--- src/rtl/alu_md_seq.sv ---
// alu_md_seq: handshaked RV32I ALU plus RV32M multiply/divide execute unit.
// Optional macro ALU_MD_FAST_MUL_EN: MUL* become single-cycle combinational ops.
module alu_md_seq #(
    parameter int BIT_WIDTH = 32
) (
    input  logic                 clk,
    input  logic                 rst_n,
    input  logic                 in_valid,
    output logic                 in_ready,
    input  logic [4:0]           op,
    input  logic [BIT_WIDTH-1:0] a,
    input  logic [BIT_WIDTH-1:0] b,
    output logic                 out_valid,
    input  logic                 out_ready,
    output logic [BIT_WIDTH-1:0] result,
    output logic                 busy
);
    localparam int W     = BIT_WIDTH;
    localparam int SH_W  = $clog2(BIT_WIDTH);
    localparam int CNT_W = $clog2(BIT_WIDTH) + 1;
    localparam logic [CNT_W-1:0] LAST_STEP = CNT_W'(BIT_WIDTH - 1);

    localparam logic [4:0] OP_ADD    = 5'd0;
    localparam logic [4:0] OP_SUB    = 5'd1;
    localparam logic [4:0] OP_SLT    = 5'd2;
    localparam logic [4:0] OP_SLTU   = 5'd3;
    localparam logic [4:0] OP_AND    = 5'd4;
    localparam logic [4:0] OP_OR     = 5'd5;
    localparam logic [4:0] OP_XOR    = 5'd6;
    localparam logic [4:0] OP_SLL    = 5'd7;
    localparam logic [4:0] OP_SRL    = 5'd8;
    localparam logic [4:0] OP_SRA    = 5'd9;
    localparam logic [4:0] OP_MUL    = 5'd10;
    localparam logic [4:0] OP_MULH   = 5'd11;
    localparam logic [4:0] OP_MULHSU = 5'd12;
    localparam logic [4:0] OP_MULHU  = 5'd13;
    localparam logic [4:0] OP_DIV    = 5'd14;
    localparam logic [4:0] OP_DIVU   = 5'd15;
    localparam logic [4:0] OP_REM    = 5'd16;
    localparam logic [4:0] OP_REMU   = 5'd17;

    typedef enum logic [1:0] {
        IDLE = 2'd0,
        BUSY = 2'd1,
        DONE = 2'd2
    } state_t;

    state_t           state;
    logic [4:0]       opr;
    logic [W:0]       hi;
    logic [W-1:0]     lo;
    logic [W-1:0]     dvs;
    logic             neg;
    logic             div0;
    logic [CNT_W-1:0] cnt;
    logic             accept;

    logic             a_sgn, b_sgn;
    logic [W-1:0]     a_mag, b_mag;
    logic [W:0]       step_hi;
    logic [W-1:0]     step_lo;
    logic [W:0]       mul_t, rs, diff;
    logic [2*W-1:0]   prod, prod_s;
    logic [W-1:0]     quo_s, rem_s, fin;

    function automatic logic is_div(input logic [4:0] f);
        return (f == OP_DIV) || (f == OP_DIVU) || (f == OP_REM) || (f == OP_REMU);
    endfunction

    function automatic logic is_multi(input logic [4:0] f);
`ifdef ALU_MD_FAST_MUL_EN
        return is_div(f);
`else
        return is_div(f) || (f == OP_MUL) || (f == OP_MULH) || (f == OP_MULHSU) || (f == OP_MULHU);
`endif
    endfunction

    function automatic logic [W-1:0] alu_1c(input logic [4:0] f, input logic [W-1:0] x,
                                            input logic [W-1:0] y);
        logic [SH_W-1:0] sh;
        logic [W-1:0]    r;
`ifdef ALU_MD_FAST_MUL_EN
        logic [2*W-1:0]  xe, ye, p;
`endif
        sh = y[SH_W-1:0];
        r  = '0;
`ifdef ALU_MD_FAST_MUL_EN
        // Sign-extending to 2*W makes one unsigned multiply serve all signedness variants.
        xe = {{W{x[W-1] & ((f == OP_MULH) || (f == OP_MULHSU))}}, x};
        ye = {{W{y[W-1] & (f == OP_MULH)}}, y};
        p  = xe * ye;
`endif
        case (f)
            OP_ADD:  r = x + y;
            OP_SUB:  r = x - y;
            OP_SLT:  r = {{(W-1){1'b0}}, $signed(x) < $signed(y)};
            OP_SLTU: r = {{(W-1){1'b0}}, x < y};
            OP_AND:  r = x & y;
            OP_OR:   r = x | y;
            OP_XOR:  r = x ^ y;
            OP_SLL:  r = x << sh;
            OP_SRL:  r = x >> sh;
            OP_SRA:  r = $signed(x) >>> sh;
`ifdef ALU_MD_FAST_MUL_EN
            OP_MUL:                        r = p[W-1:0];
            OP_MULH, OP_MULHSU, OP_MULHU:  r = p[2*W-1:W];
`endif
            default: r = '0;
        endcase
        return r;
    endfunction

    // Handshake: a request transfers when in_valid & in_ready at a rising edge; a result
    // transfers when out_valid & out_ready. A DONE result may retire and be replaced by a
    // new request in the same cycle.
    assign in_ready = (state == IDLE) || ((state == DONE) && out_ready);
    assign accept   = in_valid && in_ready;

    always_comb begin
        a_sgn = 1'b0;
        b_sgn = 1'b0;
        case (op)
            OP_MULH, OP_DIV, OP_REM: begin
                a_sgn = a[W-1];
                b_sgn = b[W-1];
            end
            OP_MULHSU: a_sgn = a[W-1];
            default: ;
        endcase
        a_mag = a_sgn ? -a : a;
        b_mag = b_sgn ? -b : b;
    end

    // One iteration: shift-add for multiply, restoring subtract for divide.
    always_comb begin
        step_hi = hi;
        step_lo = lo;
        mul_t   = '0;
        rs      = '0;
        diff    = '0;
        if (is_div(opr)) begin
            rs   = {hi[W-1:0], lo[W-1]};
            diff = rs - {1'b0, dvs};
            if (!diff[W]) begin
                step_hi = diff;
                step_lo = {lo[W-2:0], 1'b1};
            end else begin
                step_hi = rs;
                step_lo = {lo[W-2:0], 1'b0};
            end
        end else begin
            mul_t   = lo[0] ? (hi + {1'b0, dvs}) : hi;
            step_hi = {1'b0, mul_t[W:1]};
            step_lo = {mul_t[0], lo[W-1:1]};
        end
    end

    always_comb begin
        prod   = {step_hi[W-1:0], step_lo};
        prod_s = neg ? -prod : prod;
        quo_s  = neg ? -step_lo : step_lo;
        rem_s  = neg ? -step_hi[W-1:0] : step_hi[W-1:0];
        case (opr)
            OP_MUL:                       fin = prod_s[W-1:0];
            OP_MULH, OP_MULHSU, OP_MULHU: fin = prod_s[2*W-1:W];
            OP_DIV, OP_DIVU:              fin = div0 ? '1 : quo_s;
            OP_REM, OP_REMU:              fin = rem_s;
            default:                      fin = '0;
        endcase
    end

    always_ff @(posedge clk or negedge rst_n) begin
        if (!rst_n) begin
            state     <= IDLE;
            out_valid <= 1'b0;
            busy      <= 1'b0;
            result    <= '0;
            cnt       <= '0;
            opr       <= '0;
            hi        <= '0;
            lo        <= '0;
            dvs       <= '0;
            neg       <= 1'b0;
            div0      <= 1'b0;
        end else begin
            case (state)
                IDLE, DONE: begin
                    if ((state == DONE) && out_ready) begin
                        state     <= IDLE;
                        out_valid <= 1'b0;
                    end
                    if (accept) begin
                        opr <= op;
                        if (is_multi(op)) begin
                            state     <= BUSY;
                            busy      <= 1'b1;
                            out_valid <= 1'b0;
                            cnt       <= '0;
                            hi        <= '0;
                            div0      <= (b == '0);
                            // Remainder takes the dividend's sign; everything else the XOR.
                            neg       <= (op == OP_REM) ? a_sgn : (a_sgn ^ b_sgn);
                            if (is_div(op)) begin
                                lo  <= a_mag;
                                dvs <= b_mag;
                            end else begin
                                lo  <= b_mag;
                                dvs <= a_mag;
                            end
                        end else begin
                            state     <= DONE;
                            out_valid <= 1'b1;
                            result    <= alu_1c(op, a, b);
                        end
                    end
                end
                BUSY: begin
                    hi  <= step_hi;
                    lo  <= step_lo;
                    cnt <= cnt + 1'b1;
                    if (cnt == LAST_STEP) begin
                        state     <= DONE;
                        busy      <= 1'b0;
                        out_valid <= 1'b1;
                        result    <= fin;
                        cnt       <= '0;
                    end
                end
                default: begin
                    state     <= IDLE;
                    busy      <= 1'b0;
                    out_valid <= 1'b0;
                end
            endcase
        end
    end
endmodule

--- config.mk ---
export PLATFORM = sky130hd
export DESIGN_NAME = alu_md_seq
export DESIGN_NICKNAME = d
export VERILOG_FILES = /design/src/rtl/alu_md_seq.sv
export SDC_FILE = /design/constraint.sdc
export NUM_CORES = 1
export LEC_CHECK = 0
export CORE_MARGIN = 2
export CORE_UTILIZATION = 50
export DETAILED_ROUTE_END_ITERATION = 7
export PLACE_DENSITY = 0.79
export SYNTH_ARGS = -nofsm -noshare
export SYNTH_HDL_FRONTEND = slang
export SYNTH_SLANG_ARGS = --single-unit
--- constraint.sdc ---
create_clock -name clk -period 7 [get_ports clk]
set_clock_uncertainty 0.2 [all_clocks]
set_input_delay 1.75 -clock clk [delete_from_list [all_inputs] [get_ports clk]]
set_output_delay 1.75 -clock clk [all_outputs]
set_load 0.02 [all_outputs]
==> flow_summary.yaml, run 1 <==
clocking:
  htreeDepth: 4
  clock_sinks: 145
  root_buffer: "clkbuf_16"
  cts.clk_slew.worst_paths_ps: 70
  clk_path_buf_depth: 2
  cts_hold_buf: 0
  clock_latency_ps: 460
  cts_tree: "yes"
  cts_buffers: 17
timing:
  relSlewSlack: 0.2429
  setup_viol: 0
  fin_ws_ps: 246.9
  fmax_mhz: 148.1
  slew_violations: 0
  hold_ws_ps: 280.3
  worst_pin_slew_ps: 1129
  finalCriticalPeriod_ps: 6753
  hold_viol: 0
  fin_crit_sh: 0.9647
  tns_ps: 0
worst_setup_path:
  path_class: "reg -> reg"
  endpoint_kind: "flip-flop"
  cp-start-kind: "flip-flop"
  worst_r2r_path_depth: 27
  cpLargestDelayFamily: "compound AO/OA/AOI/OAI gates"
  cp_slowest_cell: "o41a_1"
  rr_endpoint: "result[21]"
  critPathArrivalTime_ps: 6900
  rrSetupSlack_ps: 250
  worst_path_largest_cell_delay_ps: 450
  crit_path_frequent_cell: "nand3_1"
  worstPathMaxFanout: 23
  cp_num_buf_inv: 3
  rr_startpoint: "lo[31]"
  crit_required_ps: 7140
floorplanning:
  dieArea_mm2: 0.05055
  ios: 108
  die-height_um: 224.8
  rows: 80
  die_width_um: 224.8
  core_mm2: 0.04795
  start_util: 0.5086
flow_run:
  max_cap_viol_count: 0
synth:
  synth_top_area_cell: "dfrtp_1"
  synth.distinct_cells: 107
  ys_top_cells_by_area: "dfrtp_1, ha_1, o21ai_0"
  synth.avg_cell_area_um2: 7.057
  synth_common_cells: "nand2_1, o21ai_0, nor2_1, a21oi_1, clkbuf_1"
  synthFlopType: "dfrtp_1"
  mappedNetlistArea_mm2: 0.02438
  synthArstFlopShare: 1.000
  synth_top_area_frac: 0.1488
  synth_most_common_cell: "nand2_1"
  synth-seq-cells: 145
  synth_nets: 3699
  synth_edf_count: 0
  ys_seq_area_frac: 0.1488
  synth_warnings: 0
  synthCells: 3455
placed_design:
  place_worst_setup_slack_ps: 137.0
  hpwlAfterDp_mm: 92.42
  gp_congestion: 1.174
  io_buffers: 107
power:
  max-vdd-ir-drop_mv: 0.2653
  netSwitchingPower_mw: 6.348
  p_int_mw: 4.684
  clock_power_share: 0.086
  seq_power_share: 0.153
  p_leak_nw: 11.36
  sw_frac_of_total: 0.5754
  comb_power_share: 0.761
  power.total_mw: 11.03
  powerDensity_mw_per_mm2: 405.5
global_routing:
  use_met3: 0.1224
  grt.total_usage: 0.4618
  grt_antenna_before_repair: 10
  grt_pass1_wl_mm: 175.9
  grt_busiest_layer: "met2"
  grt_pass1_vias: 27460
  grtUsageMet2: 0.7099
  grt_use_met1: 0.5290
  grt-ovfl-total: 0
  grt_max_degree: 127
worst_hold_path:
  hold_end: "cnt[5]"
  min-delay-start: "cnt[5]"
  hold_depth: 1
  hold_class: "reg -> reg"
detailed_routing:
  final_antenna_net_count: 0
  drc: 0
  routed_via_density: 7.179
  routed_wl_mm: 119.4
  avgRoutedWirePerCell_um: 28.97
  first_pass_iters: 7
  vias: 29590
  drt_iter0_drc: 4029
cells_and_area:
  drive_above_1_share: 0.09112
  final_util: 0.5674
  final_nets: 3732
  area.growth.synth_to_final_pct: 11.58
run_status:
  outcome: "completed"
-- per-layer routing --
metal / part of all wire / vias to the layer above
li1: - / 12930
met1: 0.35 / 13730
met2: 0.43 / 2223
met3: 0.12 / 704
met4: 0.11 / 10
met5: 0.00067 / -
-- power by group through the flow --
| stage | Combinational, mW | Sequential (mW) | Clock [mW] |
|---|---|---|---|
| finish | 8.40 | 1.68 | 0.948 |
| global route | 8.92 | 1.71 | 0.975 |
| CTS | 7.93 | 1.65 | 0.946 |
| detailed placement | 7.89 | 1.66 | 0 |
| global placement | 7.84 | 1.65 | 0 |
| floorplan | 5.39 | 1.54 | 0 |
-- flip-flops by register name, summed over array words and instances (netlist names) --
signal / flops
hi: 33
dvs: 32
lo: 32
result: 32
cnt: 6
opr: 5
busy: 1
div0: 1
neg: 1
out_valid: 1
state: 1
-- layout by cell type (no fill, tap or decap), types with 101 or more instances in the layout --
cell	netlist	routed
nor2_1	299	293
a21oi_1	288	287
dfrtp_1	145	144
nand2_1	382	382
o21ai_0	340	338
xnor2_1	105	105
buf_4	1	169
mux2i_1	117	116
inv_1	159	158
nand3_1	101	101
ha_1	167	166
clkdlybuf4s50_1	0	102
-- worst max path at each step --
stage	from	end	cells after the start
after floorplan	lo[31]	result[31]	31
after global placement	lo[31]	result[21]	28
after detailed placement	lo[31]	result[21]	28
after CTS	lo[31]	result[21]	28
after global routing	lo[31]	result[21]	27
final	lo[31]	result[21]	27
-- kinds of logic (layout without fill, tap and decap cells) --
group / count (synthesis) / count (layout) / share of synthesized area
AO/OA/AOI/OAI: 1307 / 1307 / 0.3526
XOR/XNOR: 145 / 145 / 0.05208
adder cells (fa/ha/maj): 171 / 171 / 0.08898
buffers and inverters: 427 / 473 / 0.06722
flip-flops: 145 / 145 / 0.1488
multiplexers: 161 / 161 / 0.07897
other: 0 / 6 / 0
AND/OR/NAND/NOR: 1099 / 1099 / 0.2113
-- through the flow --
stage	instance area, µm²	cells
6_report	27210	4122
3_5_place_dp	26530	4081
4_1_cts	27110	4113
5_1_grt	27200	4121
2_1_floorplan	24380	3455
3_3_place_gp	26530	4081
-- area by class of cell --
class	instances	area, µm²
sequential	145	3630
fill	4662	20740
multi-input combinational	2883	19210
inverter	163	615.6
antenna	6	15.01
clock buffer	18	439.2
clock inverter	14	142.6
tap	615	769.5
timing repair buffer	278	2381
-- what timing repair did --
item / 4_1_cts / 5_1_grt
buffers inserted: 0 / 2
resized for setup: 0 / 10
endpoints found under the setup margin: 0 / 23
Power figures use the tool's default switching activity.
==> run 2: changes to the inputs <==
--- a/config.mk
+++ b/config.mk
@@ -12,3 +12,4 @@
 export SYNTH_ARGS = -nofsm -noshare
 export SYNTH_HDL_FRONTEND = slang
 export SYNTH_SLANG_ARGS = --single-unit
+export TNS_END_PERCENT = 30
==> results of run 2 <==
The final DEF is identical to that of run 1; final timing and power are the same.
